`config.mk`:
```
export PLATFORM = sky130hd
export DESIGN_NAME = veritune_audio_rx_flat
export DESIGN_NICKNAME = d
export VERILOG_FILES = /design/src/rtl/veritune_audio_rx_if.sv /design/src/rtl/veritune_audio_rx.sv /design/src/flat_wrapper.sv
export SDC_FILE = /design/constraint.sdc
export NUM_CORES = 1
export LEC_CHECK = 0
export CAP_MARGIN = 20
export CORE_MARGIN = 4
export CORE_UTILIZATION = 55
export DETAILED_ROUTE_END_ITERATION = 8
export DONT_BUFFER_PORTS = 1
export MAX_ROUTING_LAYER = met4
export PLACE_DENSITY = 0.81
export RECOVER_POWER = 25
export SLEW_MARGIN = 20
export SYNTH_ARGS = -nofsm -noshare
export SYNTH_HDL_FRONTEND = slang
export SYNTH_SLANG_ARGS = --single-unit
```
`constraint.sdc`:
```
create_clock -name board_clk -period 3.9 [get_ports board_clk]
set_clock_uncertainty 0.05 [all_clocks]
set_input_delay 0.39 -clock board_clk [delete_from_list [all_inputs] [get_ports board_clk]]
set_output_delay 0.39 -clock board_clk [all_outputs]
set_load 0.01 [all_outputs]
```
`src/rtl/veritune_audio_rx_if.sv`:
```
// Sample stream handshake between the audio receiver and its consumer.
// The receiver drives valid/data/channel, and the consumer drives ready.
interface veritune_audio_rx_if #(
    parameter int unsigned DATA_W = 16
);
    logic              Sample_Valid;
    logic              Sample_Ready;
    logic [DATA_W-1:0] Sample_Data;
    logic              Sample_Chan;

    modport master (
        output Sample_Valid,
        output Sample_Data,
        output Sample_Chan,
        input  Sample_Ready
    );

    modport slave (
        input  Sample_Valid,
        input  Sample_Data,
        input  Sample_Chan,
        output Sample_Ready
    );
endinterface

```
`src/rtl/veritune_audio_rx.sv`:
```
// I2S ADC capture: synchronizes the codec clocks, deserializes one word per half-frame,
// and queues {channel, word} samples in a small FIFO with sticky error flags.
module veritune_audio_rx #(
    parameter int unsigned DATA_W     = 16,
    parameter int unsigned FIFO_DEPTH = 4
) (
    input  logic                        board_clk,
    input  logic                        Reset,
    input  logic                        SCLK,
    input  logic                        LRCK,
    input  logic                        SDOUT,
    input  logic                        Enable,
    input  logic                        Clr_Err,
    veritune_audio_rx_if.master         smp,
    output logic [$clog2(FIFO_DEPTH):0] Level,
    output logic                        Overrun,
    output logic                        Frame_Err
);
    localparam int unsigned AW = $clog2(FIFO_DEPTH);
    localparam int unsigned LW = AW + 1;
    localparam int unsigned CW = $clog2(DATA_W + 1);
    localparam logic [CW-1:0] LastBit = CW'(DATA_W - 1);
    localparam logic [LW-1:0] FullLvl = LW'(FIFO_DEPTH);

    typedef enum logic [1:0] {StIdle, StSkip, StShift, StWait} state_e;

    logic sclk_s1_q, sclk_s2_q, sclk_p_q;
    logic lrck_s1_q, lrck_s2_q, lrck_p_q;
    logic sdout_s1_q, sdout_s2_q;

    state_e            state_q, state_d;
    logic              chan_q, chan_d;
    logic [CW-1:0]     cnt_q, cnt_d;
    logic [DATA_W-1:0] shift_q, shift_d;
    logic [DATA_W:0]   mem_q [FIFO_DEPTH];
    logic [DATA_W:0]   mem_d [FIFO_DEPTH];
    logic [AW-1:0]     wr_ptr_q, wr_ptr_d, rd_ptr_q, rd_ptr_d;
    logic [LW-1:0]     level_q, level_d;
    logic              ovr_q, ovr_d, ferr_q, ferr_d;

    logic            sclk_rise, lrck_edge, push, pop, full, wr_en, ovr_evt, ferr_evt;
    logic [DATA_W:0] push_word;

    always_comb begin
        sclk_rise = sclk_s2_q & ~sclk_p_q;
        lrck_edge = lrck_s2_q ^ lrck_p_q;
        state_d   = state_q;
        chan_d    = chan_q;
        cnt_d     = cnt_q;
        shift_d   = shift_q;
        push      = 1'b0;
        ferr_evt  = 1'b0;
        push_word = {chan_q, shift_q[DATA_W-2:0], sdout_s2_q};

        // Word-select edges outrank a coincident bit-clock rise.
        if (!Enable) begin
            state_d = StIdle;
            cnt_d   = '0;
        end else if (lrck_edge) begin
            state_d  = StSkip;
            chan_d   = lrck_s2_q;
            cnt_d    = '0;
            ferr_evt = (state_q == StSkip) || (state_q == StShift);
        end else if (sclk_rise) begin
            case (state_q)
                StSkip:  state_d = StShift;
                StShift: begin
                    shift_d = {shift_q[DATA_W-2:0], sdout_s2_q};
                    cnt_d   = cnt_q + CW'(1);
                    if (cnt_q == LastBit) begin
                        push    = 1'b1;
                        state_d = StWait;
                    end
                end
                default: ;
            endcase
        end
    end

    always_comb begin
        pop      = (level_q != '0) & smp.Sample_Ready;
        full     = (level_q == FullLvl);
        wr_en    = push & (~full | pop);
        ovr_evt  = push & full & ~pop;
        mem_d    = mem_q;
        wr_ptr_d = wr_ptr_q;
        rd_ptr_d = rd_ptr_q;
        level_d  = level_q;
        if (wr_en) begin
            mem_d[wr_ptr_q] = push_word;
            wr_ptr_d        = wr_ptr_q + AW'(1);
        end
        if (pop) begin
            rd_ptr_d = rd_ptr_q + AW'(1);
        end
        case ({wr_en, pop})
            2'b10:   level_d = level_q + LW'(1);
            2'b01:   level_d = level_q - LW'(1);
            default: level_d = level_q;
        endcase
        // A same-cycle error event wins over the clear.
        ovr_d  = (Clr_Err ? 1'b0 : ovr_q) | ovr_evt;
        ferr_d = (Clr_Err ? 1'b0 : ferr_q) | ferr_evt;
    end

    always_ff @(posedge board_clk or posedge Reset) begin
        if (Reset) begin
            sclk_s1_q  <= 1'b0;
            sclk_s2_q  <= 1'b0;
            sclk_p_q   <= 1'b0;
            lrck_s1_q  <= 1'b0;
            lrck_s2_q  <= 1'b0;
            lrck_p_q   <= 1'b0;
            sdout_s1_q <= 1'b0;
            sdout_s2_q <= 1'b0;
            state_q    <= StIdle;
            chan_q     <= 1'b0;
            cnt_q      <= '0;
            shift_q    <= '0;
            mem_q      <= '{default: '0};
            wr_ptr_q   <= '0;
            rd_ptr_q   <= '0;
            level_q    <= '0;
            ovr_q      <= 1'b0;
            ferr_q     <= 1'b0;
        end else begin
            sclk_s1_q  <= SCLK;
            sclk_s2_q  <= sclk_s1_q;
            sclk_p_q   <= sclk_s2_q;
            lrck_s1_q  <= LRCK;
            lrck_s2_q  <= lrck_s1_q;
            lrck_p_q   <= lrck_s2_q;
            sdout_s1_q <= SDOUT;
            sdout_s2_q <= sdout_s1_q;
            state_q    <= state_d;
            chan_q     <= chan_d;
            cnt_q      <= cnt_d;
            shift_q    <= shift_d;
            mem_q      <= mem_d;
            wr_ptr_q   <= wr_ptr_d;
            rd_ptr_q   <= rd_ptr_d;
            level_q    <= level_d;
            ovr_q      <= ovr_d;
            ferr_q     <= ferr_d;
        end
    end

    assign smp.Sample_Valid = (level_q != '0);
    assign smp.Sample_Data  = mem_q[rd_ptr_q][DATA_W-1:0];
    assign smp.Sample_Chan  = mem_q[rd_ptr_q][DATA_W];
    assign Level            = level_q;
    assign Overrun          = ovr_q;
    assign Frame_Err        = ferr_q;
endmodule

```
`src/flat_wrapper.sv`:
```
// flat-port wrapper written by rule: the top's interface ports become plain ports
module veritune_audio_rx_flat 
#(
    parameter int unsigned DATA_W     = 16,
    parameter int unsigned FIFO_DEPTH = 4
)
  (board_clk, Reset, SCLK, LRCK, SDOUT, Enable, Clr_Err, Level, Overrun, Frame_Err, smp_Sample_Valid, smp_Sample_Data, smp_Sample_Chan, smp_Sample_Ready);
  veritune_audio_rx_if #(.DATA_W(DATA_W)) smp_i ();
  input  logic board_clk;
  input  logic Reset;
  input  logic SCLK;
  input  logic LRCK;
  input  logic SDOUT;
  input  logic Enable;
  input  logic Clr_Err;
  output logic [$clog2(FIFO_DEPTH):0] Level;
  output logic Overrun;
  output logic Frame_Err;
  output wire logic [$bits(smp_i.Sample_Valid)-1:0] smp_Sample_Valid;
  output wire logic [$bits(smp_i.Sample_Data)-1:0] smp_Sample_Data;
  output wire logic [$bits(smp_i.Sample_Chan)-1:0] smp_Sample_Chan;
  input wire logic [$bits(smp_i.Sample_Ready)-1:0] smp_Sample_Ready;
  assign smp_Sample_Valid = smp_i.Sample_Valid;
  assign smp_Sample_Data = smp_i.Sample_Data;
  assign smp_Sample_Chan = smp_i.Sample_Chan;
  assign smp_i.Sample_Ready = smp_Sample_Ready;
  veritune_audio_rx #(.DATA_W(DATA_W), .FIFO_DEPTH(FIFO_DEPTH)) u_core (.board_clk(board_clk), .Reset(Reset), .SCLK(SCLK), .LRCK(LRCK), .SDOUT(SDOUT), .Enable(Enable), .Clr_Err(Clr_Err), .smp(smp_i), .Level(Level), .Overrun(Overrun), .Frame_Err(Frame_Err));
endmodule
```
==> summary.txt, run 1 <==
Cells and area
  • Filler cells: 670
  • Most frequent cells in the layout: dfrtp_1, mux2_2, mux2_4
  • Share of layout cells above drive strength 1: 0.4268
  • Diode count: 0
  • Layout Nets: ~330
  • FF/Latch Area: approximately 2700 um^2
  • Multi-input gate area: 2057 um^2
  • Design Area, Final: 5244 um^2
  • Commonest non-fill, non-tap cell in the layout: dfrtp_1
  • P&R area growth vs syn: 7.296%

Placed design
  • Placed wire-length estimate: roughly 5400 um
  • Placed cell area: 5002 um^2
  • IO Port Bufs: 0
  • GPL Wtd Cong: 0.8563

Routing
  • DRC viols: 0
  • Final wirelength: 8462 um
  • Drt initial violations: around 120
  • Total number of vias: 2,462
  • Average vias per placed instance: between 5 and 6
  • Antenna-violating nets left: 0
  • WL per Instance: 20.05 um
  • TritonRoute pass-1 iters: 4

Timing
  • Hold_ws: 0.05471 ns
  • Worst Max-Slew Pin Slew: around 1.8 ns
  • Final setup viols: 0
  • Final worst-path cycle share: 0.6994
  • Slew margin rel.: -0.2159
  • Min cycle time layout: 2.728 ns
  • Peak Freq: 366.6 MHz
  • Setup_tns: 0 ns
  • Final hold violations: 0
  • RSZ-0062 raised after global routing: no
  • Slew Viols, Final: 89

Critical path
  • Reg2reg path depth: 9
  • RR Endpoint: u_core.Level[1]
  • Critical Path Sink Type: register
  • CP Data Arrival Time: 2.97 ns
  • Crit path max fanout: 7
  • CP startpoint kind: register
  • Critical path class: register to register
  • Worst EP required: between 4 and 5 ns
  • RR Startpoint: u_core.cnt_q[0]
  • Worst R2R Setup Slack: 1.17 ns

Worst hold path
  • WHS Path Cells: 1
  • Min-delay worst type: primary input to register
  • HP Start: Clr_Err
  • Hold Path Sink: u_core.Overrun

Pwr
  • Lkg Pwr: between 2 and 2.5 nW
  • VDD IR max: ~0.28 mV
  • PwrDens: 426.9 nW/um^2

CTS
  • # Post-CTS Setup Buffers: 0
  • CTS resizes: 0
  • Clock Path Buffers: 2
  • Worst skew pair latency: about 0.37 ns
  • Reg clk slew, reported paths: 0.10 ns
  • Num CTS Buffers: 9
  • CTS tree: yes
  • Root buffer cell: clkbuf_8
  • Clock sinks: between 100 and 150
  • H-tree depth: 3

Job
  • Max-cap violations: 1

Logic synthesis
  • Mapped Area: 4887 um^2
  • Net Count, Synth: about 320
  • Unique masters post-synth: 35
  • Ys Warns: 0
  • Avg Inst Size Synth: 16.35 um^2
  • Seq/Total Area, Yosys: 0.5530
  • Mapped Cells: ~300
  • Number of synthesized register bits: 108

Global route
  • Initial antenna violation count: 0
  • Largest net degree at the start of global routing: just under 90
  • GRT overflow: 0
  • Vias in the first global route: roughly 2,600
  • First-pass GRT wire length: around 14,000 um
  • GR Util All Layers: 0.1848

Floorplanning
  • CORE AREA: 8678 um^2
  • Chip Width: 102.3 um
  • Rows: 34
  • Die ar.: 10,460 um^2
  • Die height: slightly above 100 um
  • Initial core utilization: 0.5631
  • I/O pins: 31

Status
  • Status: complete, but fails checks
  • Failing checks: capacitance limit, slew limit
## state kept, by name, summed over array words and instances (netlist names), 2 cells and up
| register | flops |
|---|---|
| u_core.Level | 3 |
| u_core.cnt_q | 5 |
| u_core.mem_q | 68 |
| u_core.rd_ptr_q | 2 |
| u_core.shift_q | 15 |
| u_core.state_q | 2 |
| u_core.wr_ptr_q | 2 |
## worst max-delay path by stage
stage	slack, ns	to	cells after the start	startpoint
final	1.17	u_core.Level[1]	9	u_core.cnt_q[0]
after global routing	0.97	u_core.Level[2]	11	u_core.cnt_q[0]
after CTS	1.16	u_core.Level[1]	9	u_core.cnt_q[0]
after detailed placement	1.18	u_core.Level[1]	9	u_core.cnt_q[0]
after global placement	1.27	u_core.Level[2]	11	u_core.cnt_q[0]
after floorplan	0.61	u_core.Frame_Err	1	Reset
## cell usage after synthesis
master / count / area, um^2
dfrtp_1: 108 / 2703
mux2_2: 44 / 495.5
mux2_4: 40 / 600.6
mux4_2: 17 / 382.9
inv_1: 14 / 52.55
ha_1: 9 / 112.6
nand2_1: 9 / 33.78
o21ai_0: 7 / 35.03
xnor2_1: 5 / 43.79
a21oi_1: 4 / 20.02
buf_6: 4 / 45.04
nor4_4: 4 / 85.08
buf_2: 3 / 15.01
clkbuf_1: 3 / 11.26
nor2_1: 3 / 11.26
or3_1: 3 / 18.77
xor2_1: 3 / 26.28
o32ai_1: 2 / 17.52
a211oi_1: 1 / 7.510
a31oi_1: 1 / 6.260
and3_1: 1 / 6.260
and3b_1: 1 / 8.760
buf_1: 1 / 3.750
fa_1: 1 / 20.02
mux2i_1: 1 / 10.01
nand2b_1: 1 / 6.260
nand3_1: 1 / 5.000
nand3_2: 1 / 10.01
nand3b_1: 1 / 7.510
nand4b_4: 1 / 23.77
nor2b_1: 1 / 6.260
nor4b_4: 1 / 23.77
o31a_1: 1 / 8.760
or4_1: 1 / 7.510
xor2_2: 1 / 16.27
## worst max-delay path: stages (launching register included)
cell      delay, ns
dfrtp_1        0.40
ha_1           0.19
and3_1         0.16
ha_1           0.21
nand4b_4       0.22
or4_1          0.54
ha_1           0.26
inv_1          0.07
fa_1           0.39
o21ai_0        0.16
## layout make-up
type                    count  area share
multi-input cells         166      0.3923
repair buffers             10     0.01575
clock buffers              10     0.02625
clock inverters             6     0.01360
flip-flops and latches    108      0.5156
well taps                 108     0.02577
inverters                  14     0.01074
## metal layers
metal / track usage / wire (um)
met3: 0.05802 / 412
met2: 0.2734 / 4094
met5: - / 0
met4: 0.04945 / 85
met1: 0.2499 / 3871
## cells by family after synthesis
group | share of synthesized area
flops | 0.5530
fa+ha+maj | 0.02714
xor+xnor | 0.01767
buf+inv | 0.02611
compound gates | 0.01946
mux | 0.3047
simple gates | 0.05197
## through the flow
step                      power (mW)  std cells  setup WS [ns]  utilization
after floorplan                1.488        299         0.6144            -
after global placement         1.553        403          1.274       0.5764
after detailed placement       1.562        403          1.183       0.5764
after CTS                      2.262        422          1.160       0.6040
after global routing           2.342        422         0.9719       0.6042
final                          2.238        422          1.172       0.6042
## repair_timing
item | in CTS | in global routing
endpoints found under the setup margin | 0 | 0
hold buffers | 3 | 0
hold endpoints to repair | 3 | 0
## report_power, final
group          switching (mW)  leakage, nW  internal, mW  total (mW)
Clock                   0.386       0.0991         0.319       0.704
Sequential              0.119         1.47          1.16        1.27
Combinational           0.123        0.890         0.137       0.259
Note: power is estimated with default switching activity, not from simulation.
==> run 2: changes to the inputs <==
PLACE_DENSITY = 0.84   (was 0.81)
clock period = 2.5 ns   (was 3.9 ns; I/O delays follow)
==> run 2 against run 1 <==
The run now ends clean. Maximum frequency increased by 16%. Core utilization increased by 1.8 points. Combinational power increased by 110%. Sequential cell count unchanged. Cell count increased by 2.6%. Highest routed layer unchanged.
==> summary.txt, run 2 (synthesized netlist as in run 1, its figures left out) <==
Status
  • Status: finished clean

Cells and area
  • Commonest non-fill, non-tap cell in the layout: dfrtp_1
  • Non-Filler Instances: 433 (+2.6%)
  • Max FFs per register: 68 (unchanged)
  • Largest Register: u_core.mem_q
  • Post-layout util: 0.6218 (+0.01759)
  • Share of layout cells above drive strength 1: 0.4492 (+0.02248)
  • Largest registers: u_core.mem_q: 68 flops, u_core.shift_q: 15 flops, u_core.cnt_q: 5 flops
  • Most frequent cells in the layout: dfrtp_1, mux2_2, mux2_4
  • Layout Nets: 338 (+3.4%)
  • P&R area growth vs syn: 10.42%
  • Diode count: 0 (unchanged)

Critical path
  • CP startpoint kind: register
  • Worst EP required: 2.71 ns (-1.43 ns)
  • Crit path from: u_core.cnt_q[1]
  • Reg2reg path depth: 11 (+2)
  • Critical path class: register to register
  • Critical Path Sink Type: register
  • CP Data Arrival Time: 2.56 ns (-0.41 ns)
  • Crit path max fanout: 2 (-5)
  • RR Startpoint: u_core.cnt_q[1]

CTS
  • Root buffer cell: clkbuf_8
  • Clock sinks: 108 (unchanged)
  • Reg clk slew, reported paths: 0.10 ns (about the same)
  • Num CTS Buffers: 9 (unchanged)
  • H-tree depth: 3 (unchanged)
  • Clock Path Buffers: 2 (unchanged)
  • CTS tree: yes
  • Worst skew pair latency: 0.37 ns (about the same)

Pwr
  • Total Power: 3.520 mW (+57%)
  • Switching share of power: 0.2812 (+0.0009252)
  • VDD IR max: 0.3608 mV (+30%)
  • P_int: 2.530 mW (+57%)
  • Gate power share: 0.153 (+0.037)
  • Lkg Pwr: 2.515 nW (+2.3%)
  • Clock Power Share: 0.305 (-0.010)
  • Flop pwr share: 0.543 (-0.027)
  • PwrDens: 652.3 nW/um^2 (+53%)
  • NetSw: 0.9897 mW (+58%)

Job
  • Max-cap violations: 0 (-1)

Floorplanning
  • I/O pins: 31 (unchanged)
  • Rows: 34 (unchanged)
  • Initial core utilization: 0.5631 (unchanged)
  • CORE AREA: 8678 um^2 (unchanged)
  • Chip Width: 102.3 um (unchanged)
  • Die ar.: 10,460 um^2 (unchanged)
  • Die height: 102.3 um (unchanged)

Placed design
  • Placed wire-length estimate: 5470 um (+2.2%)
  • GPL Wtd Cong: 0.7629 (-11%)
  • Placed insts: 409 (+1.5%)
  • IO Port Bufs: 0 (unchanged)

Routing
  • WL per Instance: 19.61 um (-2.2%)
  • Average vias per placed instance: 5.880 (+0.78%)
  • Final wirelength: 8493 um (+0.37%)
  • Antenna-violating nets left: 0 (unchanged)
  • TritonRoute pass-1 iters: 4 (unchanged)
  • DRC viols: 0 (unchanged)
  • Total number of vias: 2,546 (+3.4%)
  • Drt initial violations: 128 (+4.1%)

Global route
  • GRT met1 Usage: 0.2419 (-0.007987)
  • GRT overflow: 0 (unchanged)
  • GR Util All Layers: 0.1865 (+0.001749)
  • Largest net degree at the start of global routing: 52 (-42%)
  • Initial antenna violation count: 0 (unchanged)
  • First-pass GRT wire length: 14,370 um (+1.6%)
  • Vias in the first global route: 2,809 (+6.1%)
  • Top Usage Layer GRT: met2
  • Routing usage on met3: 0.05119 (-0.006826)
  • Global-route met2 utilization: 0.2839 (+0.01049)

Timing
  • Hold_ws: 0.02893 ns (-0.02578 ns)
  • Slew margin rel.: 0.1970 (+0.4129)
  • Final worst-path cycle share: 0.9379 (+0.2385)
  • RSZ-0062 raised after global routing: no
  • Worst Max-Slew Pin Slew: 1.198 ns (-0.6260 ns)
  • Min cycle time layout: 2.345 ns (-0.3829 ns)
  • Setup_tns: 0 ns (unchanged)
  • Peak Freq: 426.5 MHz (+16%)
  • Final hold violations: 0 (unchanged)
  • Final setup viols: 0 (unchanged)
  • Slew Viols, Final: 0 (-100%)

Worst hold path
  • HP Start: Enable
  • WHS Path Cells: 2 (+1)
  • Min-delay worst type: primary input to register
-- run 2: cell types whose count changed in the layout (fill, tap and decap cells not counted), sizes merged --
| cell | before | now |
|---|---|---|
| buf | 7 | 15 |
| dlygate4sd3 | 3 | 5 |
| clkbuf | 10 | 11 |
-- run 2: timing repair --
action / in CTS / in global routing
endpoints found under the setup margin: 2 / 2
hold endpoints to repair: 30 / 0
hold buffers: 5 / 0
pin swaps: 0 / 0
buffers inserted: 1 / 2
resized for setup: 0 / 5
-- run 2: final timing paths --
path | to | slack [ns]
hold / removal | u_core.state_q[0] | 0.03
min in group asynchronous | u_core.Level[0] | 0.52
setup / recovery | u_core.Level[2] | 0.16
max in group asynchronous | u_core.mem_q[66] | 0.58
hold reg to reg | u_core.sclk_s2_q | 0.30
setup reg to reg | u_core.Level[2] | 0.16
-- run 2: area by class of cell --
cell class / count / area (um^2)
Clock inverter: 6 / 73.82
Fill cell: 624 / 3282
Inverter: 14 / 53.80
Multi-Input combinational cell: 166 / 2083
Timing Repair Buffer: 21 / 220.2
Clock buffer: 10 / 127.6
Tap cell: 108 / 135.1
Sequential cell: 108 / 2703
-- run 2: power by group through the flow --
stage	combinational [mW]	clock, mW	sequential, mW
after floorplan	0.420	0	1.90
after global placement	0.529	0	1.94
after detailed placement	0.544	0	1.94
after CTS	0.550	1.11	1.91
after global routing	0.601	1.18	1.92
final	0.537	1.07	1.91
-- run 2: worst max-delay path, cell delays in order (launching register included) --
cell	delay, ns
dfrtp_1	0.37
ha_2	0.18
and3_4	0.19
ha_4	0.14
nand4b_4	0.10
or4_4	0.43
ha_2	0.21
inv_1	0.06
fa_1	0.17
xor2_1	0.14
nor2_1	0.07
xor2_1	0.14
-- run 2: per-stage QoR --
stage | instance area (um^2) | worst slack, ns
final | 5396 | 0.1552
after global routing | 5396 | 0.008399
after CTS | 5376 | 0.00004508
after detailed placement | 5117 | -0.006574
after global placement | 5117 | 0.08372
after floorplan | 4897 | -0.001357
-- run 2: metal layers --
metal,vias up,part of all wire
li1,1115,-
met1,1380,0.45
met2,43,0.50
met3,8,0.041
met4,0,0.013
met5,-,0
==> run 3: changes to the inputs <==
CORE_ASPECT_RATIO = 0.6   (was not set)
==> run 3 against run 2 <==
Register-to-register slack lost 0.07 ns. Core utilization increased by 2.2 points. Critical path depth unchanged. Cell count grew 0.69%. Clock-buffer cell count grew 1. Non-clock buffer count is 1 lower. Sequential power barely moved. First-iteration DRC count up 59%. Via count is 1.5% lower. Combinational power grew 6.1%. Critical path type unchanged. Sequential share of layout area is 1.2 points lower. Global-route usage up 0.79 points.
==> summary.txt, run 3 (synthesized netlist as in run 1, its figures left out) <==
Cells and area
  • Commonest non-fill, non-tap cell in the layout: dfrtp_1
  • P&R area growth vs syn: 13.21%
  • Largest Register: u_core.mem_q
  • Largest registers: u_core.mem_q: 68 flops, u_core.shift_q: 15 flops, u_core.cnt_q: 5 flops
  • Max FFs per register: 68 (unchanged)
  • Diode count: 0 (unchanged)
  • Post-layout util: 0.6442 (+0.02240)
  • Layout Nets: 337 (-0.30%)
  • Most frequent cells in the layout: dfrtp_1, mux2_2, mux2_4
  • Share of layout cells above drive strength 1: 0.4537 (+0.004473)

Critical path
  • Slowest CP cell: or4_4
  • CP Data Arrival Time: 2.60 ns (+0.04 ns)
  • Crit path max fanout: 3 (+1)
  • CP startpoint kind: register
  • Critical path class: register to register
  • Worst EP required: 2.68 ns (-0.03 ns)
  • Crit path largest cell delay: 0.45 ns (+0.02 ns)
  • Crit-path cells: ha_2 -> and3_4 -> ha_4 -> nand4b_4 -> or4_4 -> ha_4 -> inv_2 -> fa_2 -> xor2_1 -> nor2_1 -> xor2_1
  • Critical Path Sink Type: register

CTS
  • Root buffer cell: clkbuf_16
  • Clock Path Buffers: 2 (unchanged)
  • Reg clk slew, reported paths: 0.07 ns (-0.03 ns)
  • Clock sinks: 108 (unchanged)
  • H-tree depth: 3 (unchanged)
  • CTS tree: yes
  • Num CTS Buffers: 9 (unchanged)
  • Worst skew pair latency: 0.35 ns (-0.02 ns)

Global route
  • GR Util All Layers: 0.1944 (+0.007918)
  • Initial antenna violation count: 0 (unchanged)
  • Vias in the first global route: 2,713 (-3.4%)
  • GRT overflow: 0 (unchanged)
  • First-pass GRT wire length: 14,700 um (+2.3%)
  • Largest net degree at the start of global routing: 109 (+110%)

Floorplanning
  • Initial core utilization: 0.5691 (+0.005907)
  • CORE AREA: 8588 um^2 (-1.0%)
  • Die ar.: 10,510 um^2 (+0.47%)
  • I/O pins: 31 (unchanged)
  • Chip Width: 129.7 um (+27%)
  • Die height: 81.02 um (-21%)
  • Rows: 26 (-24%)

Routing
  • Average vias per placed instance: 5.752 (-2.2%)
  • TritonRoute pass-1 iters: 4 (unchanged)
  • Total number of vias: 2,508 (-1.5%)
  • Final wirelength: 9030 um (+6.3%)
  • Drt initial violations: 204 (+59%)
  • DRC viols: 0 (unchanged)
  • Antenna-violating nets left: 0 (unchanged)
  • WL per Instance: 20.71 um (+5.6%)

Pwr
  • Flop pwr share: 0.476 (-0.067)
  • NetSw: 1.021 mW (+3.1%)
  • PwrDens: 722.9 nW/um^2 (+11%)
  • Clock Power Share: 0.382 (+0.077)
  • Total Power: 4.000 mW (+14%)
  • Gate power share: 0.142 (-0.011)
  • Lkg Pwr: 2.577 nW (+2.5%)
  • P_int: 2.979 mW (+18%)
  • VDD IR max: 0.3600 mV (-0.20%)
  • Switching share of power: 0.2552 (-0.02598)

Placed design
  • Setup WS pre-CTS: -0.01836 ns (-0.01179 ns)
  • GPL Wtd Cong: 0.8355 (+9.5%)
  • IO Port Bufs: 0 (unchanged)
  • Placed wire-length estimate: 5761 um (+5.3%)

Timing
  • Min cycle time layout: 2.417 ns (+0.07247 ns)
  • Final setup margin: 0.08275 ns (-0.07247 ns)
  • Peak Freq: 413.7 MHz (-3.0%)
  • Final worst-path cycle share: 0.9669 (+0.02899)
  • Slew Viols, Final: 0 (unchanged)
  • Slew margin rel.: 0.06430 (-0.1327)
  • Worst Max-Slew Pin Slew: 1.404 ns (+0.2056 ns)
  • Final setup viols: 0 (unchanged)
  • Final hold violations: 0 (unchanged)

Worst hold path
  • Min-delay worst type: primary input to register

Job
  • Max-cap violations: 0 (unchanged)

Status
  • Status: finished clean
## run 3: changes by cell type in the layout (fill, tap and decap cells not counted), moves of 2 or more
cell	before	now
clkbuf_16	0	9
inv_6	0	2
clkinv_4	2	0
clkbuf_8	9	1
## run 3: power groups by stage
stage,registers [mW],logic (mW),clock network [mW]
4_1_cts,1.90,0.566,1.56
3_5_place_dp,1.93,0.557,0
3_3_place_gp,1.93,0.535,0
2_1_floorplan,1.90,0.420,0
6_report,1.90,0.570,1.53
5_1_grt,1.91,0.633,1.64
## run 3: final cells by class
class                   count  area, um^2
fillers                   577        3055
flip-flops and latches    108        2703
multi-input cells         166        2096
clock buffers              11       242.7
repair buffers             20       212.7
well taps                 112       140.1
clock inverters             5       82.58
inverters                  14       56.30
## run 3: metal layers
| layer | part of all wire | up-vias | GRT usage |
|---|---|---|---|
| li1 | - | 1118 | - |
| met1 | 0.46 | 1332 | 0.2545 |
| met2 | 0.48 | 42 | 0.2965 |
| met3 | 0.046 | 16 | 0.06242 |
| met4 | 0.015 | 0 | 0.05602 |
| met5 | 0 | - | - |
## run 3: timing repair
action	in CTS	in global routing
pin swaps	0	1
endpoints found under the setup margin	1	2
hold buffers	5	0
buffers inserted	0	2
endpoints found under the hold margin	113	0
resized for setup	1	7
## run 3: path summary, 6_finish.rpt
path	start	end	slack [ns]	cells past startpoint
setup reg to reg	u_core.cnt_q[1]	u_core.Level[2]	0.08	11
hold / removal	Enable	u_core.state_q[0]	0.07	2
hold reg to reg	u_core.sclk_s1_q	u_core.sclk_s2_q	0.30	0
min in group asynchronous	Reset	u_core.state_q[0]	0.83	3
max in group asynchronous	Reset	u_core.mem_q[61]	0.66	3
setup / recovery	u_core.cnt_q[1]	u_core.Level[2]	0.08	11
## run 3: stage by stage
stage | setup TNS [ns] | instances | instance area [um^2] | hold WS (ns)
floorplan | -0.001357 | 299 | 4897 | 0.2314
global placement | 0 | 413 | 5122 | 0.2315
detailed placement | -0.01836 | 413 | 5122 | 0.2315
CTS | 0 | 434 | 5500 | 0.03840
global route | -0.006834 | 436 | 5533 | 0.06995
finish | 0 | 436 | 5533 | 0.07051
## run 3: critical path: cells and delay by family, from the launching register on
| family | cells | cell delay (ns) |
|---|---|---|
| adders and majority gates | 4 | 0.71 |
| xor gates and xnor gates | 2 | 0.28 |
| DFF | 1 | 0.39 |
| buffers and inverters | 1 | 0.05 |
| and+or+nand+nor | 4 | 0.80 |
